File: config.mk
export PLATFORM = sky130hd
export DESIGN_NAME = mas_alu_top
export DESIGN_NICKNAME = d
export VERILOG_FILES = /design/src/rtl/mas_alu_pkg.sv /design/src/rtl/mas_alu_fsm.sv /design/src/rtl/mas_alu_top.sv
export SDC_FILE = /design/constraint.sdc
export NUM_CORES = 1
export LEC_CHECK = 0
export CAP_MARGIN = 20
export CORE_MARGIN = 2
export CORE_UTILIZATION = 35
export CTS_CLUSTER_DIAMETER = 120
export DETAILED_ROUTE_END_ITERATION = 8
export DONT_BUFFER_PORTS = 1
export GPL_TIMING_DRIVEN = 0
export HOLD_SLACK_MARGIN = 0.02
export PLACE_DENSITY = 0.51
export SYNTH_ARGS = -nofsm -noshare
export SYNTH_HDL_FRONTEND = slang
export SYNTH_HIERARCHICAL = 1
export SYNTH_SLANG_ARGS = --single-unit
File: constraint.sdc
create_clock -name clk -period 1.9 [get_ports clk]
set_input_delay 0.475 -clock clk [delete_from_list [all_inputs] [get_ports clk]]
set_output_delay 0.475 -clock clk [all_outputs]
set_load 0.005 [all_outputs]
File: src/rtl/mas_alu_pkg.sv
// mas_alu_pkg: shared types and constants for the MAS integer ALU.
//   MAS_ALU_BLEN_DEFAULT : default operand/result width (power of two, >= 8)
//   type_mas_alu_cmd     : operation select driven by the MAS command sequencer
//   mas_alu_fsm_state_t  : control FSM state encoding (exposed by mas_alu_fsm)
package mas_alu_pkg;

  localparam int MAS_ALU_BLEN_DEFAULT = 32;

  typedef enum logic [1:0] {
    MAS_ALU_ADD    = 2'd0,
    MAS_ALU_SUB    = 2'd1,
    MAS_ALU_RSHIFT = 2'd2,
    MAS_ALU_LSHIFT = 2'd3
  } type_mas_alu_cmd;

  typedef enum logic [1:0] {
    MAS_ALU_FSM_IDLE = 2'd0,
    MAS_ALU_FSM_OPER = 2'd1,
    MAS_ALU_FSM_DONE = 2'd2
  } mas_alu_fsm_state_t;

endpackage

File: src/rtl/mas_alu_fsm.sv
// mas_alu_fsm: request sequencer for the MAS ALU.
//   IDLE -> OPER on req; OPER -> DONE always; DONE -> OPER on req, else IDLE.
// Ports:
//   clk, rst_n          : clock, async active-low reset (already deassert-synchronised)
//   mas_alu_req         : level request, held high for back-to-back operations
//   mas_alu_fsm_state   : current state (debug / checker visibility)
//   mas_alu_fsm_oper    : high while in OPER (result is captured on the edge leaving it)
//   mas_alu_fsm_ready   : high while in DONE
module mas_alu_fsm
  import mas_alu_pkg::*;
(
  input  logic               clk,
  input  logic               rst_n,
  input  logic               mas_alu_req,
  output mas_alu_fsm_state_t mas_alu_fsm_state,
  output logic               mas_alu_fsm_oper,
  output logic               mas_alu_fsm_ready
);

  mas_alu_fsm_state_t state_q;
  mas_alu_fsm_state_t state_d;

  always_ff @(posedge clk or negedge rst_n) begin
    if (!rst_n) begin
      state_q <= MAS_ALU_FSM_IDLE;
    end else begin
      state_q <= state_d;
    end
  end

  always_comb begin
    state_d = state_q;
    case (state_q)
      MAS_ALU_FSM_IDLE: state_d = mas_alu_req ? MAS_ALU_FSM_OPER : MAS_ALU_FSM_IDLE;
      MAS_ALU_FSM_OPER: state_d = MAS_ALU_FSM_DONE;
      MAS_ALU_FSM_DONE: state_d = mas_alu_req ? MAS_ALU_FSM_OPER : MAS_ALU_FSM_IDLE;
      default:          state_d = MAS_ALU_FSM_IDLE;
    endcase
  end

  assign mas_alu_fsm_state = state_q;
  assign mas_alu_fsm_oper  = (state_q == MAS_ALU_FSM_OPER);
  assign mas_alu_fsm_ready = (state_q == MAS_ALU_FSM_DONE);

endmodule

File: src/rtl/mas_alu_top.sv
// mas_alu_top: multi-cycle integer ALU (add, sub, right shift, left shift).
// Handshake: mas_alu_req is a level; when sampled high the FSM enters OPER, and on
//   the following edge cmd/op1/op2 are sampled, the result is registered into
//   mas_alu_res and mas_alu_ready is high for exactly one cycle (the DONE cycle).
//   mas_alu_res then holds until the next completed operation.
// Ports:
//   clk, rst_n    : clock, async active-low reset (deassertion synchronised here)
//   mas_alu_req   : request level
//   mas_alu_cmd   : operation select
//   mas_alu_op1   : first operand / shift source
//   mas_alu_op2   : second operand / full-width shift amount
//   mas_alu_res   : registered result
//   mas_alu_ready : one-cycle result-valid pulse
// Build option: define MAS_ALU_ARITH_SHIFT_EN to make MAS_ALU_RSHIFT arithmetic
//   (sign-replicating); by default it is a logical zero-fill shift.
module mas_alu_top
  import mas_alu_pkg::*;
#(
  parameter int MAS_BLEN = MAS_ALU_BLEN_DEFAULT
) (
  input  logic                clk,
  input  logic                rst_n,
  input  logic                mas_alu_req,
  input  type_mas_alu_cmd     mas_alu_cmd,
  input  logic [MAS_BLEN-1:0] mas_alu_op1,
  input  logic [MAS_BLEN-1:0] mas_alu_op2,
  output logic [MAS_BLEN-1:0] mas_alu_res,
  output logic                mas_alu_ready
);

  // Reset: asserts asynchronously, releases two clocks after rst_n rises.
  logic rst_meta_q, rst_meta_d;
  logic rst_sync_q, rst_sync_d;

  always_comb begin
    rst_meta_d = 1'b1;
    rst_sync_d = rst_meta_q;
  end

  always_ff @(posedge clk or negedge rst_n) begin
    if (!rst_n) begin
      rst_meta_q <= 1'b0;
      rst_sync_q <= 1'b0;
    end else begin
      rst_meta_q <= rst_meta_d;
      rst_sync_q <= rst_sync_d;
    end
  end

  mas_alu_fsm_state_t fsm_state;
  logic               fsm_oper;
  logic               fsm_ready;

  mas_alu_fsm mfsm (
    .clk               (clk),
    .rst_n             (rst_sync_q),
    .mas_alu_req       (mas_alu_req),
    .mas_alu_fsm_state (fsm_state),
    .mas_alu_fsm_oper  (fsm_oper),
    .mas_alu_fsm_ready (fsm_ready)
  );

  // Datapath. The whole op2 is the shift amount, so any amount >= MAS_BLEN
  // shifts everything out; it is handled explicitly rather than relying on
  // the operator's out-of-range behaviour.
  logic [MAS_BLEN-1:0] result;
  logic                shift_oob;

  always_comb begin
    result    = '0;
    shift_oob = (mas_alu_op2 >= MAS_BLEN'(MAS_BLEN));
    case (mas_alu_cmd)
      MAS_ALU_ADD: result = mas_alu_op1 + mas_alu_op2;
      MAS_ALU_SUB: result = mas_alu_op1 - mas_alu_op2;
      MAS_ALU_RSHIFT: begin
`ifdef MAS_ALU_ARITH_SHIFT_EN
        result = shift_oob ? {MAS_BLEN{mas_alu_op1[MAS_BLEN-1]}}
                           : MAS_BLEN'($signed(mas_alu_op1) >>> mas_alu_op2);
`else
        result = shift_oob ? '0 : (mas_alu_op1 >> mas_alu_op2);
`endif
      end
      MAS_ALU_LSHIFT: result = shift_oob ? '0 : (mas_alu_op1 << mas_alu_op2);
      default:        result = '0;
    endcase
  end

  // Output registers: capture on the OPER->DONE edge, so ready is high
  // exactly during DONE and res holds otherwise.
  logic [MAS_BLEN-1:0] res_q, res_d;
  logic                ready_q, ready_d;

  always_comb begin
    res_d   = fsm_oper ? result : res_q;
    ready_d = fsm_oper;
  end

  always_ff @(posedge clk or negedge rst_sync_q) begin
    if (!rst_sync_q) begin
      res_q   <= '0;
      ready_q <= 1'b0;
    end else begin
      res_q   <= res_d;
      ready_q <= ready_d;
    end
  end

  assign mas_alu_res   = res_q;
  assign mas_alu_ready = ready_q;

  a_ready_is_done: assert property (@(posedge clk) disable iff (!rst_sync_q)
    (mas_alu_ready == fsm_ready) && (fsm_ready == (fsm_state == MAS_ALU_FSM_DONE)));

endmodule

==> results of run 1 <==
==> worst max-delay path by stage <==
stage	cells after the start	endpoint	slack [ns]	from
global placement	16	mas_alu_res[27]$_DFFE_PN0P_	-2.97	mas_alu_op2[1]
floorplan	20	mas_alu_res[21]$_DFFE_PN0P_	-1.99	mas_alu_op2[0]
CTS	19	mas_alu_res[21]$_DFFE_PN0P_	-1.88	mas_alu_op2[0]
global route	21	mas_alu_res[27]$_DFFE_PN0P_	-2.01	mas_alu_op2[0]
finish	19	mas_alu_res[21]$_DFFE_PN0P_	-1.94	mas_alu_op2[0]
detailed placement	16	mas_alu_res[27]$_DFFE_PN0P_	-3.02	mas_alu_op2[1]
==> sequential cells by signal (all words and copies together) (netlist names) <==
| signal | count |
|---|---|
| mfsm/mas_alu_fsm_state | 2 |
| rst_sync_q | 1 |
| mas_alu_ready | 1 |
| mas_alu_res | 32 |
| rst_meta_q | 1 |
==> final cells by class <==
class	count	area, sq um
Tap cell	275	344
Timing Repair Buffer	90	759
Clock inverter	3	68.8
Sequential cell	37	927
Clock buffer	5	125
Fill cell	2044	10800
Multi-Input combinational cell	834	7260
Buffer	64	520
Inverter	21	106
==> critical path, delay by kind of cell <==
family,cells,cell delay (ns)
multiplexers,1,0.28
AO/OA/AOI/OAI,4,0.83
XOR/XNOR,2,0.45
buffers and inverters,6,0.50
AND/OR/NAND/NOR,4,1.02
adder cells (fa/ha/maj),2,0.43
==> power breakdown <==
group,switching (mW),internal (mW)
Sequential,0.157,0.964
Combinational,2.18,1.64
Clock,0.340,0.757
==> routing by layer <==
metal | global-route usage | routed length (um) | up-vias
met5 | 0 | 0 | -
met4 | 0.120 | 1600 | 0
met3 | 0.0530 | 3440 | 83
met2 | 0.522 | 16800 | 494
met1 | 0.459 | 15600 | 4274
li1 | - | - | 3822
==> what timing repair did <==
item / CTS / global route
resized for setup: 208 / 70
pin swaps: 84 / 78
gates cloned: 0 / 0
endpoints found under the hold margin: 2 / 0
endpoints found under the setup margin: 32 / 32
setup buffers: 58 / 33
hold buffers: 1 / 0
==> flow_summary.yaml, run 1 <==
cts:
  clockBufferDepth: 2
  cts_root_buf: "clkbuf_16"
  cts_sinks: 37
  tritoncts: "yes"
  h-tree-depth: 2
  clk_latency_ns: 0.29
  cts_buffers: 5
  path_clk_slew_ns: 0.06
sta:
  drv_slew: 0
  rsz0062_at_grt: "yes"
  setup_tns_ns: -45.95
  fin_crit_ns: 3.84
  hold_ws_ns: 0.332
  fin_ws_ns: -1.94
  slew_headroom: 0.231
  worst_pin_slew_ns: 1.15
  setup_violations: 32
  max_freq_mhz: 261
  post-route-period-util: 2.02
  finClkSkew_ns: 0.00617
  finalHoldViolCount: 0
detailed_routing:
  vias: 8673
  wl_per_cell_um: 28.2
  antenna_left: 0
  drt_first_pass_iters: 5
  drc: 0
  routed_wirelength_mm: 37.5
  via_per_inst: 6.53
  drt_iter0_markers: 1104
global_routing:
  grt_pass1_vias: 8329
  overflow: 0
  grt_first_pass_wirelength_mm: 55.1
  antenna_found_initial: 0
  grt.total_usage: 0.332
  grt_max_degree: 36
layout:
  final_cells: 1329
  final_common_cell: "nor2_1"
  final_cell_mix: "118 x nor2_1, 80 x buf_4, 67 x a21oi_1, 62 x nand2_1, 50 x mux2i_1"
  drive_above_1_share: 0.371
  n_antenna_cell: 0
  area_delta_synth_final_pct: 36.6
  nets: 1155
  stdcell_area_sq_um: 10100
  post-route-util: 0.484
min_path:
  holdPathEnd: "mfsm/mas_alu_fsm_state[0]$_DFF_PN0_"
  worstHoldPathType: "primary input to flop"
  worstHoldStart: "mas_alu_req"
  min_path_cells: 1
setup_path:
  reg2reg_slack_ns: -0.36
  r2r_cells: 5
  cp-end-kind: "flop"
  worst_ep_required_time_ns: 2.07
  worstSetupPathType: "primary input to flop"
  crit_fanout: 5
  rr_startpoint: "mfsm/mas_alu_fsm_state[1]$_DFF_PN0_"
  slowest_delay_ns: 0.50
  cp_cell_sequence: "buf_12 -> inv_8 -> buf_8 -> buf_8 -> buf_8 -> ha_4 -> and4bb_4 -> and2_4 -> nor2_2 -> xnor2_1 -> ha_1 -> inv_2 -> or4_4 -> a31o_4 -> a211oi_4 -> o221ai_4 -> xor2_2 -> o21ai_2 -> mux2_4"
  worstPathArrival_ns: 4.01
  slowest_stage: "or4_4"
  r2r_end: "mas_alu_res[23]$_DFFE_PN0P_"
  crit_top_cell: "buf_8"
  cp-start-kind: "primary input"
yosys:
  synthesis.nets: 1063
  yosys_warnings: 6
  avgSynthCellArea_sq_um: 7.70
  synth_area_sq_um: 7400
  postSynthCellCount: 961
floorplanning:
  fp.dieArea_sq_um: 22300
  initial_core_util: 0.354
  dieWidth_um: 149
  row_count: 53
  die_h_um: 149
  io_pins: 102
  core_region_area_sq_um: 20900
power_and_ir_drop:
  ir_drop_mv: 0.360
  p_leak_nw: 3.79
  powerDensity_nw_per_um2: 596
  p_total_mw: 6.03
run_status:
  status: "finished with violations"
  violations: "setup timing"
job:
  drv_cap: 0
placement:
  preCtsSetupSlack_ns: -3.02
  gp_congestion: 1.04
  port_buffers: 0
  dp_hpwl_mm: 29.2
  place_inst: 1236
  place_area_sq_um: 7950
(Power assumes the default switching activity.)
==> run 2, diff against run 1 <==
--- a/config.mk
+++ b/config.mk
@@ -11,9 +11,10 @@
 export CTS_CLUSTER_DIAMETER = 120
 export DETAILED_ROUTE_END_ITERATION = 8
 export DONT_BUFFER_PORTS = 1
-export GPL_TIMING_DRIVEN = 0
+export GPL_TIMING_DRIVEN = 1
 export HOLD_SLACK_MARGIN = 0.02
 export PLACE_DENSITY = 0.51
+export SKIP_LAST_GASP = 1
 export SYNTH_ARGS = -nofsm -noshare
 export SYNTH_HDL_FRONTEND = slang
 export SYNTH_HIERARCHICAL = 1
==> constraint.sdc (replaced) <==
create_clock -name clk -period 1.9 [get_ports clk]
set_input_delay 0.19 -clock clk [delete_from_list [all_inputs] [get_ports clk]]
set_output_delay 0.19 -clock clk [all_outputs]
set_load 0.005 [all_outputs]
==> run 2 against run 1 <==
  * Via count shrank 1.1%
  * Highest routed layer unchanged
  * The flow still finishes with violations (setup timing)
  * Clock power is essentially flat
  * Largest cell class unchanged
  * Count of clock-buffer cells in the layout is the same
  * Critical path depth shrank 3
  * Largest power group unchanged
  * Die area is the same
  * Critical endpoint unchanged
==> flow_summary.yaml, run 2 (synthesis results as in run 1) <==
sta:
  fin_crit_ns: 3.04
  max_freq_mhz: 329
  drv_slew: 0
  post-route-period-util: 1.60
  finalHoldViolCount: 0
  worst_pin_slew_ns: 0.527
  rsz0062_at_grt: "yes"
  fin_ws_ns: -1.14
  setup_violations: 28
  hold_ws_ns: 0.0457
  slew_headroom: 0.645
  finClkSkew_ns: 0.00647
  setup_tns_ns: -23.86
power_and_ir_drop:
  p_total_mw: 5.86
  p_leak_nw: 4.26
  ir_drop_mv: 0.330
  powerDensity_nw_per_um2: 562
setup_path:
  r2r_cells: 5
  r2r_end: "mas_alu_res[24]$_DFFE_PN0P_"
  crit_fanout: 63
  reg2reg_slack_ns: 0.22
  rr_startpoint: "mfsm/mas_alu_fsm_state[1]$_DFF_PN0_"
  cp-start-kind: "primary input"
  worstSetupPathType: "primary input to flop"
  cp-end-kind: "flop"
  worstPathArrival_ns: 3.21
  worst_ep_required_time_ns: 2.07
detailed_routing:
  vias: 8581
  drt_iter0_markers: 862
  antenna_left: 0
  wl_met1_mm: 14.5
  via_per_inst: 6.02
  drc: 0
  dr_wl_met2_mm: 14.4
  top_layer: "met4"
  routed_wirelength_mm: 32.4
  wl_per_cell_um: 22.7
  wl_met3_mm: 2.71
  drt_first_pass_iters: 6
layout:
  final_cells: 1425
  final_cell_mix: "231 x buf_4, 127 x nor2_1, 68 x a21oi_1, 59 x nand2_1, 53 x mux2i_1"
  stdcell_area_sq_um: 10400
  largest_register_ffs: 32
  nets: 1251
  drive_above_1_share: 0.414
  n_antenna_cell: 0
  final_common_cell: "buf_4"
  post-route-util: 0.499
  area_delta_synth_final_pct: 40.9
cts:
  cts_sinks: 37
  clk_latency_ns: 0.29
  h-tree-depth: 2
  clockBufferDepth: 2
  cts_buffers: 5
  path_clk_slew_ns: 0.06
  cts_root_buf: "clkbuf_16"
  tritoncts: "yes"
global_routing:
  overflow: 0
  grt_pass1_vias: 8002
  grt_max_degree: 80
  grt_first_pass_wirelength_mm: 48.3
  antenna_found_initial: 0
  grt.total_usage: 0.283
floorplanning:
  fp.dieArea_sq_um: 22300
  core_region_area_sq_um: 20900
  die_h_um: 149
  io_pins: 102
  initial_core_util: 0.354
  row_count: 53
  dieWidth_um: 149
min_path:
  holdPathEnd: "mfsm/mas_alu_fsm_state[0]$_DFF_PN0_"
  worstHoldPathType: "primary input to flop"
  min_path_cells: 1
  worstHoldStart: "mas_alu_req"
placement:
  place_inst: 1386
  port_buffers: 0
  gp_congestion: 0.983
  dp_hpwl_mm: 25.1
  preCtsSetupSlack_ns: -1.60
  place_area_sq_um: 9230
job:
  drv_cap: 0
run_status:
  status: "finished with violations"
  violations: "setup timing"
[run 2: where the power goes]
| part | total (mW) | leakage (nW) | internal, mW | switching [mW] |
|---|---|---|---|---|
| Clock | 1.11 | 0.0944 | 0.757 | 0.355 |
| Combinational | 3.63 | 3.73 | 1.83 | 1.80 |
| Sequential | 1.12 | 0.436 | 0.963 | 0.154 |
[run 2: worst max-delay path, cell delays in order]
cell and delay [ns]:
inv_12 0.06, ha_4 0.12, and4bb_2 0.28, and2_4 0.18, nor2_2 0.04, xnor2_1 0.13, ha_1 0.31, inv_2 0.04
or4_4 0.50, a31o_4 0.25, buf_6 0.13, a211oi_4 0.26, o221ai_2 0.15, xor2_1 0.19, o21ai_1 0.08, mux2_4 0.27
[run 2: repair_timing]
action | 4_1_cts | 5_1_grt
cloned | 0 | 0
pin swaps | 50 | 51
setup endpoints to repair | 32 | 32
setup buffers | 17 | 16
hold buffers | 1 | 0
gates resized for setup | 104 | 58
endpoints found under the hold margin | 2 | 0
[run 2: worst max path at each step]
stage	start	end	slack, ns
after floorplan	mas_alu_op2[0]	mas_alu_res[21]$_DFFE_PN0P_	-1.71
after global placement	mas_alu_op2[3]	mas_alu_res[31]$_DFFE_PN0P_	-1.57
after detailed placement	mas_alu_op2[3]	mas_alu_res[31]$_DFFE_PN0P_	-1.60
after CTS	mas_alu_op2[0]	mas_alu_res[21]$_DFFE_PN0P_	-1.06
after global routing	mas_alu_op2[9]	mas_alu_res[29]$_DFFE_PN0P_	-1.20
final	mas_alu_op2[0]	mas_alu_res[21]$_DFFE_PN0P_	-1.14
[run 2: metal layers]
layer,vias to the layer above,track usage
li1,4020,-
met1,4128,0.418
met4,0,0.0690
met3,52,0.0418
met2,381,0.433
met5,-,0
[run 2: layout make-up]
cell class                      count  area, sq um
Clock buffer                        5          125
Sequential cell                    37          926
Clock inverter                      3         68.8
Fill cell                        2042        10500
Tap cell                          275          344
Multi-Input combinational cell    834         6900
Timing Repair Buffer              250         1960
Inverter                           21          100
==> run 3, diff against run 2 <==
--- a/config.mk
+++ b/config.mk
@@ -6,7 +6,6 @@
 export NUM_CORES = 1
 export LEC_CHECK = 0
 export CAP_MARGIN = 20
-export CORE_MARGIN = 2
 export CORE_UTILIZATION = 35
 export CTS_CLUSTER_DIAMETER = 120
 export DETAILED_ROUTE_END_ITERATION = 8
==> run 3 against run 2 <==
  * The flow still finishes with violations (setup timing)
  * Utilization rose by 2.0 points
  * Sequential power is essentially flat
  * Register-to-register slack got worse by 0.13 ns
  * Cell area is 2.1% higher
  * Total power is 1.4% higher
  * Fmax shrank 1.3%
  * Sequential share of layout area decreased by 0.18 points
  * Global-route usage is 0.99 points higher
  * Via count up 0.55%
  * Critical path type unchanged
  * Largest cell class unchanged
  * Largest power group unchanged
  * Highest routed layer unchanged
==> flow_summary.yaml, run 3 (synthesis results as in run 1) <==
floorplanning:
  row_count: 52
  io_pins: 102
  initial_core_util: 0.361
  dieWidth_um: 147
  die_h_um: 147
  core_region_area_sq_um: 20500
  fp.dieArea_sq_um: 21700
global_routing:
  antenna_found_initial: 0
  grt_first_pass_wirelength_mm: 48.9
  grt_max_degree: 80
  overflow: 0
  grt.total_usage: 0.293
  grt_pass1_vias: 8219
sta:
  setup_tns_ns: -22.98
  post-route-period-util: 1.62
  slew_headroom: 0.587
  worst_pin_slew_ns: 0.613
  drv_slew: 0
  fin_crit_ns: 3.08
  finClkSkew_ns: 0.00729
  max_freq_mhz: 325
  setup_violations: 31
  finalHoldViolCount: 0
  fin_ws_ns: -1.18
  rsz0062_at_grt: "yes"
layout:
  largest_register_ffs: 32
  stdcell_area_sq_um: 10700
  final_cell_mix: "225 x buf_4, 125 x nor2_1, 66 x a21oi_1, 59 x nand2_1, 54 x mux2i_1"
  n_antenna_cell: 0
  final_cells: 1423
  drive_above_1_share: 0.428
  nets: 1254
  area_delta_synth_final_pct: 43.9
  post-route-util: 0.520
  fillers: 1983
  final_common_cell: "buf_4"
placement:
  dp_hpwl_mm: 25.1
  place_inst: 1385
  gp_congestion: 0.962
  preCtsSetupSlack_ns: -1.59
  place_area_sq_um: 9230
  port_buffers: 0
detailed_routing:
  via_per_inst: 6.06
  drc: 0
  wl_per_cell_um: 22.8
  routed_wirelength_mm: 32.5
  drt_iter0_markers: 937
  drt_first_pass_iters: 6
  vias: 8628
  antenna_left: 0
power_and_ir_drop:
  p_leak_nw: 4.32
  powerDensity_nw_per_um2: 558
  ir_drop_mv: 0.324
run_status:
  violations: "setup timing"
  status: "finished with violations"
min_path:
  worstHoldPathType: "primary input to flop"
  holdPathEnd: "mfsm/mas_alu_fsm_state[0]$_DFF_PN0_"
  worstHoldStart: "mas_alu_req"
  min_path_cells: 1
setup_path:
  worstSetupPathType: "primary input to flop"
  slowest_delay_ns: 0.33
  cp-start-kind: "primary input"
  crit_top_cell: "xnor2_1"
  crit_fanout: 63
  worstPathArrival_ns: 3.23
  cp.depth: 16
  cpLargestDelayFamily: "compound AO/OA/AOI/OAI gates"
  r2r_cells: 4
  cp_cell_sequence: "inv_12 -> ha_4 -> and4bb_2 -> and2_4 -> and3_4 -> a21oi_1 -> xnor2_1 -> ha_1 -> a211o_1 -> a211oi_4 -> buf_4 -> nand2_2 -> o211ai_1 -> o21ai_1 -> xnor2_1 -> o22ai_1"
  rr_startpoint: "mfsm/mas_alu_fsm_state[1]$_DFF_PN0_"
  slowest_stage: "a211o_1"
  r2r_end: "mas_alu_res[25]$_DFFE_PN0P_"
  cp-end-kind: "flop"
  worst_ep_required_time_ns: 2.06
  reg2reg_slack_ns: 0.09
  path_buf_inv: 2
cts:
  clk_latency_ns: 0.29
  cts_buffers: 5
  cts_root_buf: "clkbuf_16"
  tritoncts: "yes"
  clockBufferDepth: 2
  h-tree-depth: 2
  cts_sinks: 37
  path_clk_slew_ns: 0.06
job:
  drv_cap: 0
==> run 3: cell count changes in the layout (fill, tap and decap cells not counted), moves of 3 or more <==
cell and change:
buf_4 -6, a21oi_4 +3, nor4_2 +3, nand3_1 -3, a22oi_2 +3, o31ai_4 +3, a22oi_1 -3, o31ai_2 -3
nand3_2 +4, a211oi_4 +3, nor2_4 +3, buf_6 +9
==> run 3: repair_timing <==
item | CTS | global route
hold endpoints to repair | 2 | 0
endpoints found under the setup margin | 32 | 32
resized for setup | 119 | 83
buffers inserted | 19 | 17
pin swaps | 74 | 68
hold buffers | 1 | 0
==> run 3: worst max-delay path by stage <==
stage / start / to / slack, ns
after floorplan: mas_alu_op2[0] / mas_alu_res[21]$_DFFE_PN0P_ / -1.71
after global placement: mas_alu_op2[18] / mas_alu_res[30]$_DFFE_PN0P_ / -1.60
after detailed placement: mas_alu_op2[3] / mas_alu_res[21]$_DFFE_PN0P_ / -1.59
after CTS: mas_alu_op2[7] / mas_alu_res[30]$_DFFE_PN0P_ / -1.11
after global routing: mas_alu_op2[0] / mas_alu_res[25]$_DFFE_PN0P_ / -1.26
final: mas_alu_op2[0] / mas_alu_res[25]$_DFFE_PN0P_ / -1.18
==> run 3: final cells by class <==
cell class | count | area (sq um) | share of cell area
inverters | 21 | 105 | 0.00987
clock inverters | 3 | 68.8 | 0.00646
repair buffers | 253 | 2020 | 0.189
flip-flops and latches | 37 | 926 | 0.0869
well taps | 270 | 338 | 0.0317
clock buffers | 5 | 125 | 0.0117
multi-input cells | 834 | 7070 | 0.664
==> run 3: where the power goes <==
part           internal, mW  total [mW]  switching [mW]  leakage [nW]
Combinational          1.86        3.71            1.85          3.79
Clock                 0.757        1.11           0.352        0.0944
Sequential            0.963        1.13           0.162         0.436
==> run 3: stage by stage <==
| step | power [mW] | hold slack (ns) |
|---|---|---|
| 2_1_floorplan | 2.97 | -0.106 |
| 3_3_place_gp | 4.20 | -0.106 |
| 3_5_place_dp | 4.22 | -0.106 |
| 4_1_cts | 5.65 | 0.0351 |
| 5_1_grt | 6.25 | 0.0441 |
| 6_report | 5.94 | 0.0388 |
==> run 3: per-layer routing <==
layer,vias to the layer above,share of wire,global-route usage
met5,-,0,0
met4,0,0.025,0.0716
met3,58,0.089,0.0537
met2,386,0.45,0.454
met1,4182,0.44,0.419
li1,4002,-,-
